===== src/rtl/sw_pkg.sv =====
// Shared constants and types for the board-switch front end.
//
// Contents:
//   SW_WIDTH             number of slide switches on the board
//   SW_DB_CYCLES_DEFAULT debounce window in clk cycles (1 ms at 50 MHz)
//   SW_HS_BIT            switch bit the core samples as its handshake
//   sw_word_t            one full switch word

package sw_pkg;

  localparam int unsigned SW_WIDTH             = 10;
  localparam int unsigned SW_DB_CYCLES_DEFAULT = 50000;
  localparam int unsigned SW_HS_BIT            = 8;

  typedef logic [SW_WIDTH-1:0] sw_word_t;

endpackage


===== src/rtl/sw_debounce_bit.sv =====
// Conditions one switch bit.
//
// The bit is synchronised through two flops. It is then either debounced by a
// stability counter or, in the plain build, registered once more. One-cycle
// rise/fall pulses are produced on the same edge the clean bit changes.
//
// Configuration: macro SW_DEBOUNCE_EN builds the debounce counter; without it
// DB_CYCLES is ignored and the clean bit follows the synchroniser one cycle later.
//
// Ports:
//   clk    system clock
//   rst_n  asynchronous active-low reset
//   raw    raw switch pin, asynchronous to clk
//   clean  conditioned switch bit
//   rise   one-cycle pulse when clean goes 0->1
//   fall   one-cycle pulse when clean goes 1->0

module sw_debounce_bit
  import sw_pkg::*;
#(
  parameter int unsigned DB_CYCLES = SW_DB_CYCLES_DEFAULT
) (
  input  logic clk,
  input  logic rst_n,
  input  logic raw,
  output logic clean,
  output logic rise,
  output logic fall
);

  // Elaboration-time guard on the legal debounce window.
  if (DB_CYCLES < 2 || DB_CYCLES > 32'd1048576) begin : g_bad_db_cycles
    $error("sw_debounce_bit: DB_CYCLES must be in 2..2^20");
  end

  logic s1_q, s2_q;
  logic clean_q, clean_d;
  logic rise_q, fall_q;

  always_ff @(posedge clk or negedge rst_n) begin
    if (!rst_n) begin
      s1_q <= 1'b0;
      s2_q <= 1'b0;
    end else begin
      s1_q <= raw;
      s2_q <= s1_q;
    end
  end

`ifdef SW_DEBOUNCE_EN
  localparam int unsigned CntW = $clog2(DB_CYCLES);

  // Count 0 means idle; non-zero means a change is qualifying.
  logic [CntW-1:0] cnt_q, cnt_d;

  always_comb begin
    cnt_d   = '0;
    clean_d = clean_q;
    if (s2_q != clean_q) begin
      // Accepting clears the count, so it can never wrap.
      if (cnt_q == CntW'(DB_CYCLES - 1)) begin
        clean_d = s2_q;
      end else begin
        cnt_d = cnt_q + 1'b1;
      end
    end
  end

  always_ff @(posedge clk or negedge rst_n) begin
    if (!rst_n) begin
      cnt_q <= '0;
    end else begin
      cnt_q <= cnt_d;
    end
  end
`else
  always_comb begin
    clean_d = s2_q;
  end
`endif

  always_ff @(posedge clk or negedge rst_n) begin
    if (!rst_n) begin
      clean_q <= 1'b0;
      rise_q  <= 1'b0;
      fall_q  <= 1'b0;
    end else begin
      clean_q <= clean_d;
      rise_q  <= clean_d & ~clean_q;
      fall_q  <= ~clean_d & clean_q;
    end
  end

  assign clean = clean_q;
  assign rise  = rise_q;
  assign fall  = fall_q;

endmodule


===== src/rtl/sw_input_conditioner.sv =====
// Board-switch front end for the picoMIPS core.
//
// Turns the raw, asynchronous slide-switch bus into a synchronised, debounced
// switch word for the core's SW input, plus per-bit rise/fall pulses. Every
// output is registered; there is no combinational path from sw_raw.
//
// Configuration: macro SW_DEBOUNCE_EN enables the per-bit debounce counters.
//
// Ports:
//   clk       system clock (same clock as picoMIPS)
//   rst_n     asynchronous active-low reset
//   sw_raw    raw switch pins, asynchronous to clk
//   sw_clean  conditioned switch word, drives the core's SW
//   sw_rise   one-cycle pulse per bit on a 0->1 change of sw_clean
//   sw_fall   one-cycle pulse per bit on a 1->0 change of sw_clean

module sw_input_conditioner
  import sw_pkg::*;
#(
  parameter int unsigned WIDTH     = SW_WIDTH,
  parameter int unsigned DB_CYCLES = SW_DB_CYCLES_DEFAULT
) (
  input  logic             clk,
  input  logic             rst_n,
  input  logic [WIDTH-1:0] sw_raw,
  output logic [WIDTH-1:0] sw_clean,
  output logic [WIDTH-1:0] sw_rise,
  output logic [WIDTH-1:0] sw_fall
);

  for (genvar i = 0; i < WIDTH; i++) begin : g_bit
    sw_debounce_bit #(
      .DB_CYCLES(DB_CYCLES)
    ) u_bit (
      .clk  (clk),
      .rst_n(rst_n),
      .raw  (sw_raw[i]),
      .clean(sw_clean[i]),
      .rise (sw_rise[i]),
      .fall (sw_fall[i])
    );
  end

endmodule


===== config.mk =====
export PLATFORM = sky130hd
export DESIGN_NAME = sw_input_conditioner
export DESIGN_NICKNAME = d
export VERILOG_FILES = /design/src/rtl/sw_pkg.sv /design/src/rtl/sw_debounce_bit.sv /design/src/rtl/sw_input_conditioner.sv
export SDC_FILE = /design/constraint.sdc
export NUM_CORES = 1
export LEC_CHECK = 0
export ABC_AREA = 1
export CORE_MARGIN = 3
export CORE_UTILIZATION = 47
export CTS_CLUSTER_SIZE = 12
export DETAILED_ROUTE_END_ITERATION = 10
export GPL_TIMING_DRIVEN = 0
export HOLD_SLACK_MARGIN = 0.1
export PLACE_DENSITY = 0.84
export SYNTH_ARGS = -nofsm -noshare
export SYNTH_HDL_FRONTEND = slang
export SYNTH_SLANG_ARGS = --single-unit
export TNS_END_PERCENT = 5

===== constraint.sdc =====
create_clock -name clk -period 0.8 [get_ports clk]
set_input_delay 0.16 -clock clk [delete_from_list [all_inputs] [get_ports clk]]
set_output_delay 0.16 -clock clk [all_outputs]
set_load 0.02 [all_outputs]

Yosys cells after proc, flatten, opt, wreduce, memory -nomap -nowiden. Index checks and enable logic that the tools add are counted.

Register bits after elaboration: 50. Input bits: 12. Output and inout bits: 30.

Bitwise gates (word level): 40.

Operators by type and width (count): AND 1 bit (20); inverter 1 bit (20).

Logic depth before layout (Yosys ltp). Gate-level depths: netlist (run 1).

Depth in word-level cells: 2. Gate-level depth with buffers: 2. Depth with buffers taken out: 2.

Hierarchy. A second synthesis (run 1) with hierarchy kept.

Cell total of the unflattened synthesis: 90. Area, all modules: 1401.3 µm².

By module, submodules not included: sw_debounce_bit (times used 10, seq. area each 125.1 µm², cells an instance 9, area an instance 140.1 µm²).

Worst setup path before layout (run 1). Ideal clock, no wire load.

Path kind: register to output. Start point: reg g_bit[0].u_bit.clean_q. End point: out sw_clean[0]. Arrival time: 0.518 ns. Stages on the path, launching flop included: 2. Path slack: 0.122 ns. Cells stage by stage: dfrtp_1 -> buf_4.

RTL lines: start, declared (RTL line sw_debounce_bit.sv:37) `logic clean_q, clean_d;`; start signal, assigned (RTL line sw_debounce_bit.sv:88) `clean_q <= clean_d;`; end, declared (RTL line sw_input_conditioner.sv:26) `output logic [WIDTH-1:0] sw_clean,`.

No word-level cell between the ends.

Final worst setup path (run 1).
Start point: reg g_bit[5].u_bit.clean_q. End point: out sw_clean[5].

RTL lines (RTL line): start, declared (sw_debounce_bit.sv:37); start signal, assigned (sw_debounce_bit.sv:88).

No word-level cell between the ends.

==> metrics.txt, run 1 <==
largest cells by area after synthesis=dfrtp_1, buf_4, inv_1, nor2_1; DP HPWL=1670 um; R2R Setup Slk=-0.07 ns; GRT Residual Overflow=0; antenna violations before repair=0; synthesized net count=132; Hold Crit Class=input port to async pin; synth-to-layout area growth=27.7%; post-synthesis cell area=about 1600 um2; Post-Layout Inst Area=2080 um2; Synth Register Bits=50; largest net degree at the start of global routing=36; actual slew at the worst max-slew pin=about 0.23 ns; Most used DFF post-synth=dfrtp_1; clk_skew=0.00871 ns; CP peak stage delay=around 0.43 ns; status=complete, but fails checks; first drt pass iteration count=2; DP Area=2110 um2; first-pass GRT wire length=3620 um; leak pwr=about 1.1 nW; Pwr Density=2070 nW/um2; critical path endpoint category=output port; antenna-violating nets left=0; RSZ-0062 raised after global routing=yes; Place WS=-0.423 ns; number of vias per cell=~4.0; worst-path maximum fanout=3; RD Place Congestion=roughly 0.65; Fin. Hold Viols=0; Worst R2R Start=g_bit[6].u_bit.clean; Fmax achieved=0.935 GHz; # port buffers=about 40; VDD IR max=1.58 mV; initial core utilization=51.2%; Nets=163; Crit-path slowest cell=dfrtp_1; Post-synth EDFFs=0; xor and xnor fraction of the mapped netlist area=0%; crit path kind=flop to output port; worst hold margin=0.236 ns; # clock sinks=50; io pins=42; PnR worst setup slack=-0.269 ns; Post-synth top cells=dfrtp_1, buf_4, inv_1, nor2_1; vias in the first global route=841; main combinational cell family by area after synthesis=buffers and inverters; final WL=2170 um; total track usage=11.6%; DRC=0; worst rel slew slack=84.4%; Worst R2R End=g_bit[6].u_bit.fall; share of the synthesized area in the top cell type=76.9%; Critical Path Source Type=flop; reg2reg path depth=4; Synth Area in Compound Gates=0%; Vias=approximately 800; Vert. Die Dim=64.8 um; Crit path required time=0.64 ns; core area=3180 um2; Mapped Cells=120; Critical path buffers and inverters=1; H-tree levels=2; cell taking the most area after synthesis=dfrtp_1; Cell Chain, Critical Path=buf_6; sequential element share of the synthesized area=76.9%; final setup fails=32; Period minus WS final=around 1.1 ns; root buffer cell=clkbuf_4; Syn Area/Cell=13.6 um2; ys async rst share=100%; number of library cell types mapped by synthesis=4; Worst path top cell family by delay=flip-flops; period utilisation layout=134%; DR iter-0 viols=6; MaxCap Viol Count=0; Layout fillers=250; Arrival @ worst endpoint=between 0.9 and 1 ns; Die X=roughly 65 um; Adder-Cell Fraction of Synth Area=0%; CTS buffer count=5; synth warn=0; Die ar.=4200 um2; Skew-Pair Late Insertion Delay=0.33 ns; failing checks=setup timing; simple-gate share of the synthesized area=4.62%; Max Slew Vio Count=0; clock buffer depth=2; mux share of post-synthesis cell area=0%; CTS tree=built; most frequent cell after synthesis=dfrtp_1; share of post-route cells with drive strength above 1=between 30% and 40%; # rows=20; ant diodes=0; clock-pin transition on the worst setup and hold timing paths=about 0.12 ns; routed len/inst=11.1 um
## flip-flops by register name, summed over array words and instances, names as in the netlist
signal,count
g_bit.u_bit.rise,10
g_bit.u_bit.clean,10
g_bit.u_bit.fall,10
g_bit.u_bit.s1_q,10
g_bit.u_bit.clean_d,10
## stage by stage
stage                     std cells  utilization [%]  total power [mW]  TNS, ns
after detailed placement        206             66.3              3.29   -11.22
after global placement          205             65.8              3.26   -91.67
after CTS                       194             64.7              4.35    -7.45
final                           196             65.4              4.30    -6.92
after floorplan                 120                -              3.00        0
after global routing            196             65.4              4.51    -8.51
## worst max path at each step
stage / cells after the start / start / slack, ns / end
final: 1 / g_bit[5].u_bit.clean / -0.27 / sw_clean[5]
after global routing: 1 / g_bit[5].u_bit.clean / -0.31 / sw_clean[5]
after CTS: 1 / g_bit[5].u_bit.clean / -0.29 / sw_clean[5]
after detailed placement: 2 / g_bit[2].u_bit.clean / -0.42 / sw_clean[2]
after global placement: 1 / rst_n / -1.62 / g_bit[0].u_bit.fall
after floorplan: 1 / g_bit[0].u_bit.clean / 0.12 / sw_clean[0]
## power by group
| group | switching, mW | internal [mW] |
|---|---|---|
| logic | 0.222 | 0.253 |
| clock network | 0.677 | 0.427 |
| registers | 0.0704 | 2.65 |
## routing by layer
layer | vias to the layer above | GRT usage (%) | part of all wire (%)
li1 | 374 | - | -
met1 | 380 | 12.7 | 37
met2 | 29 | 21.2 | 56
met3 | 2 | 3.81 | 6.5
met4 | 0 | 3.17 | 0.46
met5 | - | 0 | 0
## what timing repair did
action	in CTS	in global routing
setup endpoints to repair	30	65
endpoints found under the hold margin	50	0
buffers inserted	9	2
hold buffers	1	0
resized for setup	180	2
## final cells by class
type | instances | area (um2) | share of cell area, %
clock buffers | 7 | 55.1 | 2.65
well taps | 44 | 55.1 | 2.65
flip-flops and latches | 50 | 1250 | 60.2
repair buffers | 54 | 558 | 26.9
inverters | 20 | 75.1 | 3.61
clock inverters | 1 | 5.00 | 0.241
multi-input cells | 20 | 77.6 | 3.73
## cell usage in the layout (no fill, tap or decap)
cell type	n
buf_12	1
buf_4	11
buf_6	30
clkbuf_1	1
clkbuf_4	6
clkbuf_8	1
clkdlybuf4s50_1	10
clkinv_2	1
dfrtp_1	50
dlygate4sd3_1	1
inv_1	20
nor2_1	19
nor2_2	1
## logic make-up (layout without fill, tap and decap cells)
family,after synthesis,count (layout)
buf+inv,50,82
flops,50,50
simple gates,20,20
Note: power is estimated with default switching activity, not from simulation.
==> run 2: changes to the inputs <==
--- a/config.mk
+++ b/config.mk
@@ -6,13 +6,16 @@
 export NUM_CORES = 1
 export LEC_CHECK = 0
 export ABC_AREA = 1
+export CELL_PAD_IN_SITES_DETAIL_PLACEMENT = 0
+export CELL_PAD_IN_SITES_GLOBAL_PLACEMENT = 2
 export CORE_MARGIN = 3
-export CORE_UTILIZATION = 47
+export CORE_UTILIZATION = 31
 export CTS_CLUSTER_SIZE = 12
 export DETAILED_ROUTE_END_ITERATION = 10
 export GPL_TIMING_DRIVEN = 0
 export HOLD_SLACK_MARGIN = 0.1
 export PLACE_DENSITY = 0.84
+export REMOVE_ABC_BUFFERS = 1
 export SYNTH_ARGS = -nofsm -noshare
 export SYNTH_HDL_FRONTEND = slang
 export SYNTH_SLANG_ARGS = --single-unit
==> metrics.txt, run 2 (synthesis results as in run 1) <==
MaxCap Viol Count=0; RSZ-0062 raised after global routing=yes; most common cell after layout, fill and taps aside=dfrtp_1; total track usage=8.79%; worst rel slew slack=about 70%; antenna violations before repair=0; routed len/inst=10.8 um; Cell Chain, Critical Path=buf_2; Layout fillers=489; share of post-route cells with drive strength above 1=between 30% and 40%; first drt pass iteration count=3; clock-pin transition on the worst setup and hold timing paths=0.08 ns; root buffer cell=clkbuf_8; CTS tree=built; Place WS=-0.337 ns; total power=4.45 mW; CP peak stage delay=~0.40 ns; worst-path maximum fanout=2; area of the multi-input gates=82.6 um2; Crit path required time=0.64 ns; switch share=22.9%; Post-Layout Inst Area=roughly 2000 um2; DP HPWL=1580 um; RD Place Congestion=0.676; Pwr Density=2250 nW/um2; worst hold margin=-0.183 ns; final WL=2320 um; GRT Residual Overflow=0; clk_skew=0.00343 ns; Fin. Hold Viols=20; CTS buffer count=5; sequential share of power=60.9%; DP Area=1910 um2; ant diodes=0; Fmax achieved=a little under 1 GHz; initial core utilization=33.3%; Max Slew Vio Count=0; actual slew at the worst max-slew pin=0.470 ns; Comb pwr share=9.1%; DR iter-0 viols=14; antenna-violating nets left=0; largest net degree at the start of global routing=31; H-tree levels=2; final setup fails=31; commonest cells after routing, fill and taps aside=dfrtp_1, buf_2, inv_1; Skew-Pair Late Insertion Delay=0.29 ns; DRC=0; Critical path buffers and inverters=1; first-pass GRT wire length=4050 um; core area=4880 um2; Worst path top cell family by delay=flip-flops; Die X=roughly 78 um; crit path kind=flop to output port; Nets=160; # port buffers=41; Psw=1.02 mW; critical path endpoint category=output port; status=complete, but fails checks; leak pwr=1.04 nW; Hold Crit Class=input port to async pin; Clock power frac=30.0%; failing checks=hold timing, setup timing; period utilisation layout=126%; VDD IR max=1.12 mV; number of vias per cell=3.66; Crit-path slowest cell=dfrtp_1; Arrival @ worst endpoint=0.85 ns; P_int=approximately 3.4 mW; vias in the first global route=a little under 900; Vert. Die Dim=about 80 um; io pins=42; Die ar.=6150 um2; clock buffer depth=2; Period minus WS final=a little over 1 ns; Vias=slightly below 800; synth-to-layout area growth=21.5%; # clock sinks=50; Critical Path Source Type=flop; PnR worst setup slack=-0.206 ns; Sequential Area=about 1300 um2; # rows=25; setup_tns=-5.22 ns
==> run 2: power by group through the flow <==
| stage | Clock, mW | Combinational [mW] | Sequential (mW) |
|---|---|---|---|
| 6_report | 1.34 | 0.404 | 2.71 |
| 5_1_grt | 1.53 | 0.444 | 2.73 |
| 4_1_cts | 1.40 | 0.399 | 2.71 |
| 3_5_place_dp | 0 | 0.419 | 2.76 |
| 3_3_place_gp | 0 | 0.400 | 2.76 |
| 2_1_floorplan | 0 | 0.0361 | 2.85 |
==> run 2: repair_timing <==
item / in CTS / in global routing
cloned: 0 / 0
buffers inserted: 7 / 2
resized for setup: 136 / 5
setup endpoints to repair: 30 / 30
pin swaps: 0 / 1
endpoints found under the hold margin: 20 / 20
==> run 2: path summary, 6_finish.rpt <==
path                       slack, ns  cells after the start                 start                      to
max in group asynchronous       0.47                      2                 rst_n     g_bit[8].u_bit.fall
min                            -0.18                      1                 rst_n  g_bit[1].u_bit.clean_d
min reg2reg                     0.35                      0   g_bit[9].u_bit.s1_q  g_bit[9].u_bit.clean_d
max                            -0.21                      1  g_bit[1].u_bit.clean             sw_clean[1]
min in group clk                0.30                      1             sw_raw[2]     g_bit[2].u_bit.s1_q
max reg2reg                    -0.02                      4  g_bit[1].u_bit.clean     g_bit[1].u_bit.fall
==> run 2: metrics by stage <==
| stage | std cells | utilization, % |
|---|---|---|
| 6_report | 215 | 40.5 |
| 5_1_grt | 215 | 40.5 |
| 4_1_cts | 213 | 39.8 |
| 3_5_place_dp | 199 | 39.2 |
| 3_3_place_gp | 198 | 38.8 |
| 2_1_floorplan | 90 | - |
==> run 2: cell type report <==
class	count	area share [%]
Inverter	20	3.80
Sequential cell	50	63.3
Multi-Input combinational cell	20	4.18
Timing Repair Buffer	51	20.4
Clock inverter	1	0.380
Clock buffer	6	3.67
Tap cell	67	4.24
==> run 2: per-layer routing <==
metal  share of wire (%)  global-route usage [%]  wire length [um]
met1                  36                    9.10               826
met2                  51                    14.0              1180
met3                  12                    5.85               287
met4                 1.1                    3.67                25
met5                   0                       0                 0
